--- config.mk ---
export PLATFORM = sky130hd
export DESIGN_NAME = coupler_run_arbiter
export DESIGN_NICKNAME = d
export VERILOG_FILES = /design/src/rtl/coupler_run_arbiter_pkg.sv /design/src/rtl/coupler_run_arbiter_rr_picker.sv /design/src/rtl/coupler_run_arbiter.sv
export SDC_FILE = /design/constraint.sdc
export NUM_CORES = 1
export LEC_CHECK = 0
export ABC_AREA = 1
export CAP_MARGIN = 40
export CORE_AREA = 2 2 258 260
export DETAILED_ROUTE_END_ITERATION = 6
export DIE_AREA = 0 0 260 262
export GPL_ROUTABILITY_DRIVEN = 0
export GPL_TIMING_DRIVEN = 0
export PLACE_DENSITY = 0.47
export SYNTH_ARGS = -nofsm -noshare
export SYNTH_HDL_FRONTEND = slang
export SYNTH_SLANG_ARGS = --single-unit
--- constraint.sdc ---
create_clock -name i_clk -period 3.2 [get_ports i_clk]
set_input_delay 0.8 -clock i_clk [delete_from_list [all_inputs] [get_ports i_clk]]
set_output_delay 0.8 -clock i_clk [all_outputs]
set_load 0.02 [all_outputs]
--- src/rtl/coupler_run_arbiter_pkg.sv ---
// Shared types for the coupler run arbiter: FSM state encoding and the
// reserved end-of-run fill bit.
package coupler_run_arbiter_pkg;

    typedef enum logic [1:0] {
        ST_IDLE   = 2'd0,
        ST_STREAM = 2'd1,
        ST_GAP    = 2'd2
    } state_t;

    // Terminator is the all-zero element; TERM_BIT is replicated to P_WIDTH.
    localparam logic TERM_BIT = 1'b0;

endpackage

--- src/rtl/coupler_run_arbiter_rr_picker.sv ---
// Combinational round-robin picker: first requester at or after ptr+1 (mod N_IN),
// via rotate, isolate lowest set bit, rotate back.
module rr_picker #(
    parameter int unsigned N_IN  = 4,
    localparam int unsigned PTR_W = (N_IN > 1) ? $clog2(N_IN) : 1
) (
    input  logic [N_IN-1:0]  i_req,
    input  logic [PTR_W-1:0] i_ptr,
    output logic [N_IN-1:0]  o_grant,
    output logic             o_valid
);

    logic [PTR_W-1:0] start;
    logic [N_IN-1:0]  rot;
    logic [N_IN-1:0]  pri;

    always_comb begin
        start = (i_ptr == PTR_W'(N_IN - 1)) ? '0 : i_ptr + PTR_W'(1);
        rot   = N_IN'({i_req, i_req} >> start);
        pri   = rot & (~rot + N_IN'(1));
        // Upper copy of the doubled vector holds the un-rotated grant.
        o_grant = N_IN'(({pri, pri} << start) >> N_IN);
        o_valid = |i_req;
    end

endmodule

--- src/rtl/coupler_run_arbiter.sv ---
// Round-robin run scheduler feeding one coupler input from N_IN leaf streams,
// forwarding whole zero-terminated runs and capping run length at MAX_RUN.
module coupler_run_arbiter
    import coupler_run_arbiter_pkg::*;
#(
    parameter int unsigned P_WIDTH = 128,
    parameter int unsigned N_IN    = 4,
    parameter int unsigned MAX_RUN = 1024,
    localparam int unsigned CNT_W  = $clog2(MAX_RUN + 1)
) (
    input  logic                    i_clk,
    input  logic                    i_rst,
    input  logic                    i_en,
    input  logic [N_IN*P_WIDTH-1:0] i_data,
    input  logic [N_IN-1:0]         i_empty,
    output logic [N_IN-1:0]         o_deq,
    output logic [P_WIDTH-1:0]      o_data,
    output logic                    o_enq,
    input  logic                    i_full,
    output logic [N_IN-1:0]         o_grant,
    output logic                    o_busy,
    output logic                    o_run_done,
    output logic [CNT_W-1:0]        o_last_len,
    output logic                    o_overrun
);

    localparam int unsigned PTR_W = (N_IN > 1) ? $clog2(N_IN) : 1;
    localparam logic [P_WIDTH-1:0] TERM = {P_WIDTH{TERM_BIT}};

    state_t           state;
    logic [PTR_W-1:0] ptr;
    logic [PTR_W-1:0] g_idx;
    logic [CNT_W-1:0] run_cnt;

    logic [N_IN-1:0]    req;
    logic [N_IN-1:0]    pick_grant;
    logic               pick_valid;
    logic [PTR_W-1:0]   pick_idx;
    logic [P_WIDTH-1:0] head;
    logic               streaming;
    logic               at_max;
    logic               inject;
    logic               xfer;

    assign req = ~i_empty;

    rr_picker #(
        .N_IN (N_IN)
    ) u_picker (
        .i_req   (req),
        .i_ptr   (ptr),
        .o_grant (pick_grant),
        .o_valid (pick_valid)
    );

    always_comb begin
        pick_idx = '0;
        for (int k = 0; k < N_IN; k++) begin
            if (pick_grant[k]) pick_idx = PTR_W'(k);
        end
    end

    // Head of the granted stream only; ungranted data never reaches o_data.
    always_comb begin
        head = '0;
        for (int k = 0; k < N_IN; k++) begin
            if (g_idx == PTR_W'(k)) head = i_data[k*P_WIDTH +: P_WIDTH];
        end
    end

    always_comb begin
        streaming = (state == ST_STREAM);
        at_max    = (run_cnt == CNT_W'(MAX_RUN));
        inject    = streaming & at_max & ~i_full;
        xfer      = streaming & ~at_max & ~i_empty[g_idx] & ~i_full;

        o_enq  = ~i_rst & (inject | xfer);
        o_deq  = (~i_rst & xfer) ? o_grant : '0;
        o_data = '0;
        if (~i_rst & inject) begin
            o_data = TERM;
        end else if (~i_rst & xfer) begin
            o_data = head;
        end
    end

    always_ff @(posedge i_clk or posedge i_rst) begin
        if (i_rst) begin
            state      <= ST_IDLE;
            ptr        <= PTR_W'(N_IN - 1);
            g_idx      <= '0;
            run_cnt    <= '0;
            o_grant    <= '0;
            o_busy     <= 1'b0;
            o_run_done <= 1'b0;
            o_last_len <= '0;
            o_overrun  <= 1'b0;
        end else begin
            o_run_done <= 1'b0;
            unique case (state)
                ST_IDLE: begin
                    if (i_en && pick_valid) begin
                        o_grant <= pick_grant;
                        g_idx   <= pick_idx;
                        o_busy  <= 1'b1;
                        state   <= ST_STREAM;
                    end
                end
                ST_STREAM: begin
                    if (inject) begin
                        o_overrun  <= 1'b1;
                        o_last_len <= CNT_W'(MAX_RUN);
                        o_run_done <= 1'b1;
                        run_cnt    <= '0;
                        o_grant    <= '0;
                        o_busy     <= 1'b0;
                        state      <= ST_GAP;
                    end else if (xfer) begin
                        if (head == TERM) begin
                            o_last_len <= run_cnt;
                            o_run_done <= 1'b1;
                            run_cnt    <= '0;
                            o_grant    <= '0;
                            o_busy     <= 1'b0;
                            state      <= ST_GAP;
                        end else begin
                            run_cnt <= run_cnt + CNT_W'(1);
                        end
                    end
                end
                ST_GAP: begin
                    ptr   <= g_idx;
                    state <= ST_IDLE;
                end
                default: state <= ST_IDLE;
            endcase
        end
    end

endmodule

==> results of run 1 <==
==> layout make-up <==
type                    instances  area [um^2]  area share [%]
well taps                     864         1080            6.51
multi-input cells            1200         6090            36.6
repair buffers                731         7290            43.9
clock buffers                   6          139           0.836
clock inverters                 2         16.3          0.0979
inverters                      57          243            1.46
repair inverters                1         5.00          0.0301
diodes                          4         10.0          0.0603
plain buffers                  86          860            5.17
flip-flops and latches         35          878            5.29
==> timing repair <==
item / CTS / global route
hold endpoints to repair: 0 / 0
buffers inserted: 21 / 11
gates cloned: 4 / 2
pin swaps: 9 / 9
gates resized for setup: 909 / 194
setup endpoints to repair: 163 / 160
==> cells by family (layout without fill, tap and decap cells) <==
logic type      Yosys count  count (layout)  share of synthesized area, %
simple gates           1038            1038                          64.2
compound gates          152             152                          11.3
buf+inv                 147             883                          10.3
flops                    35              35                          12.7
xor+xnor                  7               7                         0.888
fa+ha+maj                 3               3                         0.543
other cells               0               4                             0
==> registers in the layout (all words and copies together), names as in the netlist <==
signal / count
o_last_len: 11
run_cnt: 11
o_grant: 4
g_idx: 2
ptr: 2
state: 2
o_busy: 1
o_overrun: 1
o_run_done: 1
==> through the flow <==
stage,instance area [um^2],hold WS (ns),total power [mW]
floorplan,6910,0.469,5.24
detailed placement,15000,0.460,11.0
global route,16600,0.484,13.9
global placement,14700,0.456,10.7
CTS,16000,0.472,12.6
finish,16600,0.470,13.1
==> critical path, delay by kind of cell (launching register included) <==
family	cells	cell delay (ns)
buffers and inverters	8	1.15
DFF	1	0.35
AOI/OAI and AO/OA	2	0.18
and+or+nand+nor	5	0.45
==> power by group through the flow <==
| stage | clock, mW | combinational, mW | sequential [mW] |
|---|---|---|---|
| global placement | 0 | 10.0 | 0.670 |
| global route | 0.534 | 12.7 | 0.691 |
| floorplan | 0 | 4.55 | 0.689 |
| detailed placement | 0 | 10.4 | 0.673 |
| finish | 0.511 | 11.9 | 0.677 |
| CTS | 0.516 | 11.4 | 0.672 |
==> layer usage <==
metal,up-vias,routed length [um]
met5,-,0
met1,5940,31700
li1,5879,-
met4,0,2690
met2,749,37200
met3,115,6230
==> how the worst max path moves through the flow <==
stage / endpoint / slack [ns] / cells after the start
floorplan: o_data[100] / 0.18 / 14
global placement: o_data[54] / -2.29 / 14
detailed placement: o_data[54] / -1.92 / 7
CTS: o_data[74] / -0.13 / 15
global route: o_data[116] / -0.13 / 15
finish: o_data[74] / -0.06 / 15
==> cell usage in the layout, fill, tap and decap left out, types with 33 or more instances in the layout <==
| cell type | instances |
|---|---|
| clkdlybuf4s50_1 | 532 |
| nand2_1 | 484 |
| nand3_1 | 175 |
| nor2_1 | 136 |
| o21ai_0 | 123 |
| buf_6 | 100 |
| nor2_4 | 74 |
| or2_1 | 73 |
| buf_2 | 52 |
| inv_1 | 50 |
| buf_4 | 45 |
| dfrtp_1 | 33 |
==> metrics.yaml, run 1 <==
status: "complete, but fails checks"
violations: "setup timing"
via_count: 12683
cts_tree: "done"
ys_types: 33
synth_seq_cells: 35
reg2reg_setup_slack_ns: 0.09
grt.total_usage_pct: 21.5
drt_first_pass_iters: 7
overflow: 0
setup_viol: 37
place_ws_ns: -1.92
finalHoldViolCount: 0
postSynthAreaPerCell_um2: 5.00
synthTopCellsByCount: "nand2_1, nor2_1, nand3_1, o21ai_0, or2_1"
irDropWorstVdd_v: 0.000330
crit_path_top_delay_cell: "dfrtp_1"
leakagePower_nw: 7.04
final_cell_count_no_fill: 2986
drc: 0
hold_class: "register to register"
use_met1_pct: 25.7
crit_path_max_fanout: 7
place_hpwl_mm: 65.3
drive_gt1_share_pct: 21.5
crit_chain: "buf_6 -> buf_12 -> nor2_4 -> buf_8 -> buf_12 -> nand2_4 -> o21ai_2 -> a211oi_2 -> nand2_1 -> inv_2 -> nand2_8 -> buf_12 -> buf_12 -> nor2_4 -> buf_6"
crit_arrival_ns: 2.46
pwr-share-comb_pct: 90.9
yosysWarnings: 0
crit_start: "g_idx[0]$_DFFE_PP0P_"
clkPwrFrac_pct: 3.9
cts.path.max_buffers: 2
drt_wl_total_mm: 77.9
rsz0062_at_grt: "true"
place_inst: 2939
fin_nets: 2640
dieArea_um2: 68100
path_common_cell: "buf_12"
clkTransAtPathRegs_ns: 0.06
grt_max_degree: 19
final.period_utilization_pct: 102
setup_slack_ns: -0.0635
switching_share_pct: 62.4
p_sw_mw: 8.17
avgRoutedWirePerCell_um: 26.1
reg2regPathDepth: 19
r2r-end: "o_last_len[7]$_DFFE_PP0P_"
seqPwrFrac_pct: 5.2
nFillCells: 7306
cts_sinks: 35
r2r-start: "g_idx[1]$_DFFE_PP0P_"
period_needed_ns: 3.26
cts_buffers: 5
grt_pass1_wl_mm: 101
busiest_layer: "met2"
io_pins: 671
cts_htree_levels: 2
synth.area.top_cells: "nand2_1, nand3_1, nor2_1"
cp-end-kind: "output pin"
use_met2_pct: 38.3
min-delay-start: "o_overrun$_DFFE_PP0P_"
antenna_found_initial: 10
synthToLayoutAreaGrowth_pct: 140
root_buffer: "clkbuf_16"
async_flop_share_pct: 100
grt_pass1_vias: 13109
cts_hold_buffers: 0
ys.flop_type: "dfrtp_1"
synth_area_um2: 6910
netlist_instances: 1382
synth_top_area_share_pct: 27.3
drv_slew: 0
tightestPinTransition_ns: 0.624
slowest_delay_ns: 0.35
grtUsageMet3_pct: 4.43
num_rows: 94
relSlewSlack_pct: 58.0
core_area_um2: 65300
critPathKind: "register to output pin"
finalSetupTns_ns: -0.650
antenna_left: 0
synth_edf_count: 0
drv_cap: 0
hold-path-cell-count: 1
vias_per_cell: 4.25
synthesis.nets: 1905
worstPathRequired_ns: 2.40
fin_util_pct: 25.4
power_density_nw_per_um2: 788
die_w_um: 260
clkLatencyLatePin_ns: 0.29
yosysSeqAreaShare_pct: 12.7
yosysTopAreaCell: "nand2_1"
start_util_pct: 10.6
yosysMostFrequentCell: "nand2_1"
p_int_mw: 4.92
start_kind: "register"
portBuffers: 670
final.setup_skew_ns: 0.00439
hold_end: "o_overrun$_DFFE_PP0P_"
drtIter0Drc: 785
fmax_ghz: 0.306
fp.dieH_um: 262
Note: power is estimated with default switching activity, not from simulation.
==> run 2, diff against run 1 <==
--- a/config.mk
+++ b/config.mk
@@ -8,6 +8,7 @@
 export ABC_AREA = 1
 export CAP_MARGIN = 40
 export CORE_AREA = 2 2 258 260
+export CTS_BUF_LIST = sky130_fd_sc_hd__clkbuf_16
 export DETAILED_ROUTE_END_ITERATION = 6
 export DIE_AREA = 0 0 260 262
 export GPL_ROUTABILITY_DRIVEN = 0
==> metrics.yaml, run 2 (same netlist as run 1, synthesis figures left out) <==
path_common_cell: "buf_16"
drtIter0Drc: 831  # +5.9%
antenna_left: 0  # unchanged
drt_wl_total_mm: 78.5  # +0.86%
rsz0062_at_grt: "true"
place_hpwl_mm: 65.3  # unchanged
final_common_cell: "clkdlybuf4s50_1"
p_int_mw: 5.07  # +2.9%
crit_chain: "clkdlybuf4s15_1 -> nor2_2 -> nand2_2 -> a211oi_2 -> nand2_1 -> inv_2 -> nand2_8 -> buf_16 -> buf_16 -> nor2_4 -> buf_6"
final_cell_count_no_fill: 2993  # +0.23%
cts_tree: "done"
final.period_utilization_pct: 102  # +0.13 points
status: "complete, but fails checks"
grt_pass1_vias: 13107  # -0.015%
multiInputGateArea_um2: 6230  # +2.3%
p_sw_mw: 8.33  # +2.0%
finalHoldViolCount: 0  # unchanged
fin_nets: 2648  # +0.30%
cts_hold_buffers: 0  # unchanged
hold_class: "register to register"
register_area_um2: 878  # unchanged
pwr-share-comb_pct: 91.3  # +0.4 points
leakagePower_nw: 7.13  # +1.3%
antenna_found_initial: 10  # unchanged
fmax_ghz: 0.306  # -0.13%
portBuffers: 670  # unchanged
power_mw: 13.4  # +2.3%
setup_slack_ns: -0.0677  # -0.00420 ns
drt_first_pass_iters: 5  # -2
avgRoutedWirePerCell_um: 26.2  # +0.62%
drive_gt1_share_pct: 23.0  # +1.6 points
num_rows: 94  # unchanged
fp.dieH_um: 262  # unchanged
drv_slew: 0  # unchanged
cts_buffers: 5  # unchanged
nFillCells: 7265  # -0.56%
via_count: 12598  # -0.67%
start_util_pct: 10.6  # unchanged
tightestPinTransition_ns: 0.630  # +0.00576 ns
relSlewSlack_pct: 57.7  # -0.39 points
slowest_delay_ns: 0.23  # -0.12 ns
critPathKind: "input port to output pin"
crit_path_top_delay_cell: "clkdlybuf4s15_1"
clkTransAtPathRegs_ns: 0.06  # about the same
worstPathRequired_ns: 2.40  # about the same
setup_viol: 69  # +86%
vias_per_cell: 4.21  # -0.90%
die_w_um: 260  # unchanged
period_needed_ns: 3.27  # +0.00420 ns
cp_num_buf_inv: 5  # -3
irDropWorstVdd_v: 0.000332  # +0.78%
overflow: 0  # unchanged
grt.total_usage_pct: 21.5  # unchanged
dieArea_um2: 68100  # unchanged
drv_cap: 0  # unchanged
fin_util_pct: 26.1  # +0.62 points
crit_family: "buffers and inverters"
drc: 0  # unchanged
seqPwrFrac_pct: 5.0  # -0.2 points
cts_htree_levels: 2  # unchanged
reg_top3: "o_last_len: 11 flops, run_cnt: 11 flops, o_grant: 4 flops"
clkLatencyLatePin_ns: 0.28  # about the same
place_inst: 2939  # unchanged
root_buffer: "clkbuf_16"
switching_share_pct: 62.2  # -0.22 points
core_area_um2: 65300  # unchanged
cts.path.max_buffers: 2  # unchanged
grt_max_degree: 19  # unchanged
finalSetupTns_ns: -1.55  # -0.902 ns
io_pins: 671  # unchanged
cts_sinks: 35  # unchanged
final.setup_skew_ns: 0.00349  # -0.000898 ns
crit_arrival_ns: 2.47  # about the same
violations: "setup timing"
clkPwrFrac_pct: 3.6  # -0.3 points
cp-end-kind: "output pin"
grt_pass1_wl_mm: 101  # about the same
power_density_nw_per_um2: 787  # -0.12%
start_kind: "input port"
final_cell_mix: "clkdlybuf4s50_1, nand2_1, nand3_1, o21ai_0, buf_6"
crit_path_max_fanout: 8  # +1
synthToLayoutAreaGrowth_pct: 146
## run 2: per-stage QoR
stage	cell area [um^2]	setup slack [ns]	hold slack [ns]
after global placement	14700	-2.29	0.456
final	17000	-0.0677	0.470
after floorplan	6910	0.184	0.469
after CTS	16000	-0.129	0.472
after global routing	17000	-0.127	0.484
after detailed placement	15000	-1.92	0.460
## run 2: layout make-up
| cell class | instances | area share [%] |
|---|---|---|
| timing repair buffer | 738 | 44.3 |
| multi-input combinational | 1200 | 36.6 |
| tap | 864 | 6.35 |
| buffer | 87 | 5.21 |
| sequential | 35 | 5.16 |
| inverter | 57 | 1.43 |
| clock buffer | 5 | 0.735 |
| clock inverter | 3 | 0.118 |
| antenna | 3 | 0.0441 |
| timing repair inverter | 1 | 0.0294 |
## run 2: timing repair
item | in CTS | in global routing
setup endpoints to repair | 163 | 160
cloned | 4 | 7
setup buffers | 21 | 14
gates resized for setup | 920 | 273
pin swaps | 9 | 9
## run 2: path summary, 6_finish.rpt
path                                  startpoint                         to  slack, ns  depth (start not counted)
hold reg to reg            o_overrun$_DFFE_PP0P_      o_overrun$_DFFE_PP0P_       0.47                          1
min in group asynchronous                  i_rst  o_last_len[2]$_DFFE_PP0P_       1.00                          2
setup / recovery                          i_full                o_data[107]      -0.07                         11
hold / removal             o_overrun$_DFFE_PP0P_      o_overrun$_DFFE_PP0P_       0.47                          1
max in group asynchronous                  i_rst         ptr[1]$_DFFE_PP1N_       1.79                          3
setup reg to reg            g_idx[0]$_DFFE_PP0P_  o_last_len[7]$_DFFE_PP0P_       0.13                         20
## run 2: worst register-to-register path: stages (launching register included)
cell and delay [ns]:
dfrtp_1 0.38, buf_6 0.14, buf_12 0.15, buf_4 0.14, clkbuf_2 0.21, nand3_1 0.24, nand3_1 0.17, nand2_1 0.25
nand2_1 0.08, nor2_1 0.12, nand2_1 0.09, nor2_1 0.11, nand2_1 0.11, nor2_4 0.14, buf_12 0.13, nand3_2 0.11
nand2_2 0.11, inv_2 0.05, buf_6 0.13, nand2_1 0.06, nand2_1 0.05
## run 2: power by group through the flow
| stage | Combinational (mW) | Sequential, mW | Clock [mW] |
|---|---|---|---|
| after global routing | 13.1 | 0.691 | 0.510 |
| after CTS | 11.4 | 0.672 | 0.491 |
| final | 12.2 | 0.676 | 0.483 |
| after detailed placement | 10.4 | 0.673 | 0 |
| after floorplan | 4.55 | 0.689 | 0 |
| after global placement | 10.0 | 0.670 | 0 |
## run 2: routing by layer
layer | part of all wire, % | vias up | GRT usage (%)
met5 | 0 | - | 0
met4 | 3.4 | 0 | 6.85
met3 | 7.8 | 115 | 4.43
met2 | 48 | 727 | 38.3
met1 | 41 | 5860 | 25.7
li1 | - | 5896 | -
==> run 3, diff against run 2 <==
--- a/config.mk
+++ b/config.mk
@@ -13,6 +13,7 @@
 export DIE_AREA = 0 0 260 262
 export GPL_ROUTABILITY_DRIVEN = 0
 export GPL_TIMING_DRIVEN = 0
+export HOLD_SLACK_MARGIN = 0.12
 export PLACE_DENSITY = 0.47
 export SYNTH_ARGS = -nofsm -noshare
 export SYNTH_HDL_FRONTEND = slang
==> constraint.sdc (replaced) <==
create_clock -name i_clk -period 3.2 [get_ports i_clk]
set_input_delay 0.8 -clock i_clk [delete_from_list [all_inputs] [get_ports i_clk]]
set_output_delay 0.8 -clock i_clk [all_outputs]
set_load 0.01 [all_outputs]
==> metrics.yaml, run 3 (same netlist as run 1, synthesis figures left out) <==
status: "complete, but fails checks"
violations: "setup timing"
crit_path_max_fanout: 6  # -2
power_density_nw_per_um2: 771  # -2.0%
vias_per_cell: 4.23  # +0.44%
grt_pass1_wl_mm: 101  # +0.29%
period_needed_ns: 3.40  # +0.133 ns
cts_hold_buffers: 0  # unchanged
clkTransAtPathRegs_ns: 0.06  # about the same
crit_chain: "buf_6 -> buf_12 -> inv_12 -> nor2_4 -> buf_12 -> buf_12 -> a211oi_4 -> nand2_2 -> inv_4 -> nand2_8 -> buf_4 -> buf_16 -> buf_6 -> buf_12 -> nor2_4 -> buf_6"
cts_htree_levels: 2  # unchanged
drt_wl_total_mm: 77.6  # -1.2%
irDropWorstVdd_v: 0.000427  # +29%
core_area_um2: 65300  # unchanged
overflow: 0  # unchanged
fmax_ghz: 0.294  # -3.9%
start_kind: "register"
min-delay-start: "o_last_len[0]$_DFFE_PP0P_"
cp-end-kind: "output pin"
drtIter0Drc: 754  # -9.3%
design_area_um2: 16900  # -0.59%
place_hpwl_mm: 64.0  # -2.0%
crit_family: "buffers and inverters"
drive_gt1_share_pct: 22.3  # -0.75 points
start_util_pct: 10.6  # unchanged
antenna_left: 0  # unchanged
final.period_utilization_pct: 106  # +4.2 points
cts.path.max_buffers: 2  # unchanged
cts_sinks: 35  # unchanged
use_met2_pct: 37.6  # -0.63 points
num_rows: 94  # unchanged
final.setup_skew_ns: 0.00230  # -0.00119 ns
synthToLayoutAreaGrowth_pct: 145
clkLatencyLatePin_ns: 0.27  # about the same
postPlaceCellArea_um2: 14900  # -0.49%
grt.total_usage_pct: 21.5  # -0.023 points
slowest_delay_ns: 0.38  # +0.15 ns
worstPathRequired_ns: 2.40  # about the same
leakagePower_nw: 7.16  # +0.35%
final_cell_mix: "clkdlybuf4s50_1, nand2_1, nand3_1, o21ai_0, nor2_1"
grt_max_degree: 37  # +18
reg_top3: "o_last_len: 11 flops, run_cnt: 11 flops, o_grant: 4 flops"
cp_num_buf_inv: 11  # +6
die_w_um: 260  # unchanged
crit_path_top_delay_cell: "dfrtp_1"
setup_slack_ns: -0.201  # -0.133 ns
crit_start: "g_idx[0]$_DFFE_PP0P_"
fin_util_pct: 25.9  # -0.15 points
hold_class: "register to register"
root_buffer: "clkbuf_16"
drv_slew: 0  # unchanged
tightestPinTransition_ns: 0.789  # +0.159 ns
r2r-start: "g_idx[0]$_DFFE_PP0P_"
finalHoldViolCount: 0  # unchanged
grt_pass1_vias: 13059  # -0.37%
io_pins: 671  # unchanged
crit_arrival_ns: 2.60  # +0.13 ns
relSlewSlack_pct: 47.4  # -10 points
antenna_found_initial: 14  # +4
dieArea_um2: 68100  # unchanged
busiest_layer: "met2"
fp.dieH_um: 262  # unchanged
cts_buffers: 5  # unchanged
drt_first_pass_iters: 5  # unchanged
critPathKind: "register to output pin"
fin_nets: 2657  # +0.34%
cts_tree: "done"
via_count: 12721  # +0.98%
avgRoutedWirePerCell_um: 25.8  # -1.7%
final_common_cell: "clkdlybuf4s50_1"
power_mw: 13.0  # -2.6%
portBuffers: 670  # unchanged
drc: 0  # unchanged
grtUsageMet3_pct: 3.80  # -0.63 points
rsz0062_at_grt: "true"
setup_viol: 96  # +39%
use_met1_pct: 25.7  # about the same
path_common_cell: "buf_12"
drv_cap: 0  # unchanged
## run 3: power breakdown
group	leakage [nW]	switching (mW)	internal, mW	total (mW)
Sequential	0.453	0.113	0.555	0.667
Combinational	6.62	7.67	4.16	11.8
Clock	0.0813	0.189	0.363	0.552
## run 3: final timing paths
| check | to | cells after the start | slack, ns |
|---|---|---|---|
| worst max-delay path | o_data[64] | 16 | -0.20 |
| worst min-delay path | o_last_len[0]$_DFFE_PP0P_ | 2 | 0.47 |
| worst max register to register | o_grant[3]$_DFFE_PP0P_ | 19 | 0.08 |
| worst min register to register | o_last_len[0]$_DFFE_PP0P_ | 2 | 0.47 |
| max in group asynchronous | ptr[0]$_DFFE_PP1N_ | 2 | 1.94 |
| min in group asynchronous | o_grant[1]$_DFFE_PP0P_ | 2 | 0.93 |
## run 3: worst min-delay path: cells and delay by family, from the launching register on
| family | cells | cell delay, ns |
|---|---|---|
| simple gates | 2 | 0.10 |
| flops | 1 | 0.34 |
## run 3: routing by layer
layer / up-vias / part of all wire (%) / routed length (um)
met4: 2 / 4.7 / 3620
met3: 118 / 7.5 / 5850
met2: 787 / 47 / 36700
met5: - / 0.017 / 13
li1: 5919 / - / -
met1: 5895 / 41 / 31500
## run 3: stage by stage
step / setup WS (ns) / setup TNS [ns] / cells / hold slack, ns
floorplan: 0.0622 / 0 / 1382 / 0.469
global placement: -2.20 / -274.52 / 2916 / 0.459
detailed placement: -1.87 / -222.25 / 2934 / 0.459
CTS: -0.292 / -21.77 / 2994 / 0.472
global route: -0.280 / -20.86 / 3002 / 0.490
finish: -0.201 / -10.28 / 3009 / 0.470
## run 3: repair_timing
action	CTS	global route
endpoints found under the setup margin	163	160
gates cloned	9	2
endpoints found under the hold margin	0	0
buffers inserted	45	11
resized for setup	921	104
pin swaps	12	11
## run 3: cell type report
cell class / instances / area (um^2)
timing repair buffer: 749 / 7580
fill: 7303 / 48400
sequential: 35 / 878
tap: 864 / 1080
buffer: 86 / 807
multi-input combinational: 1200 / 6140
antenna: 10 / 25.0
clock buffer: 5 / 125
inverter: 57 / 246
clock inverter: 3 / 38.8
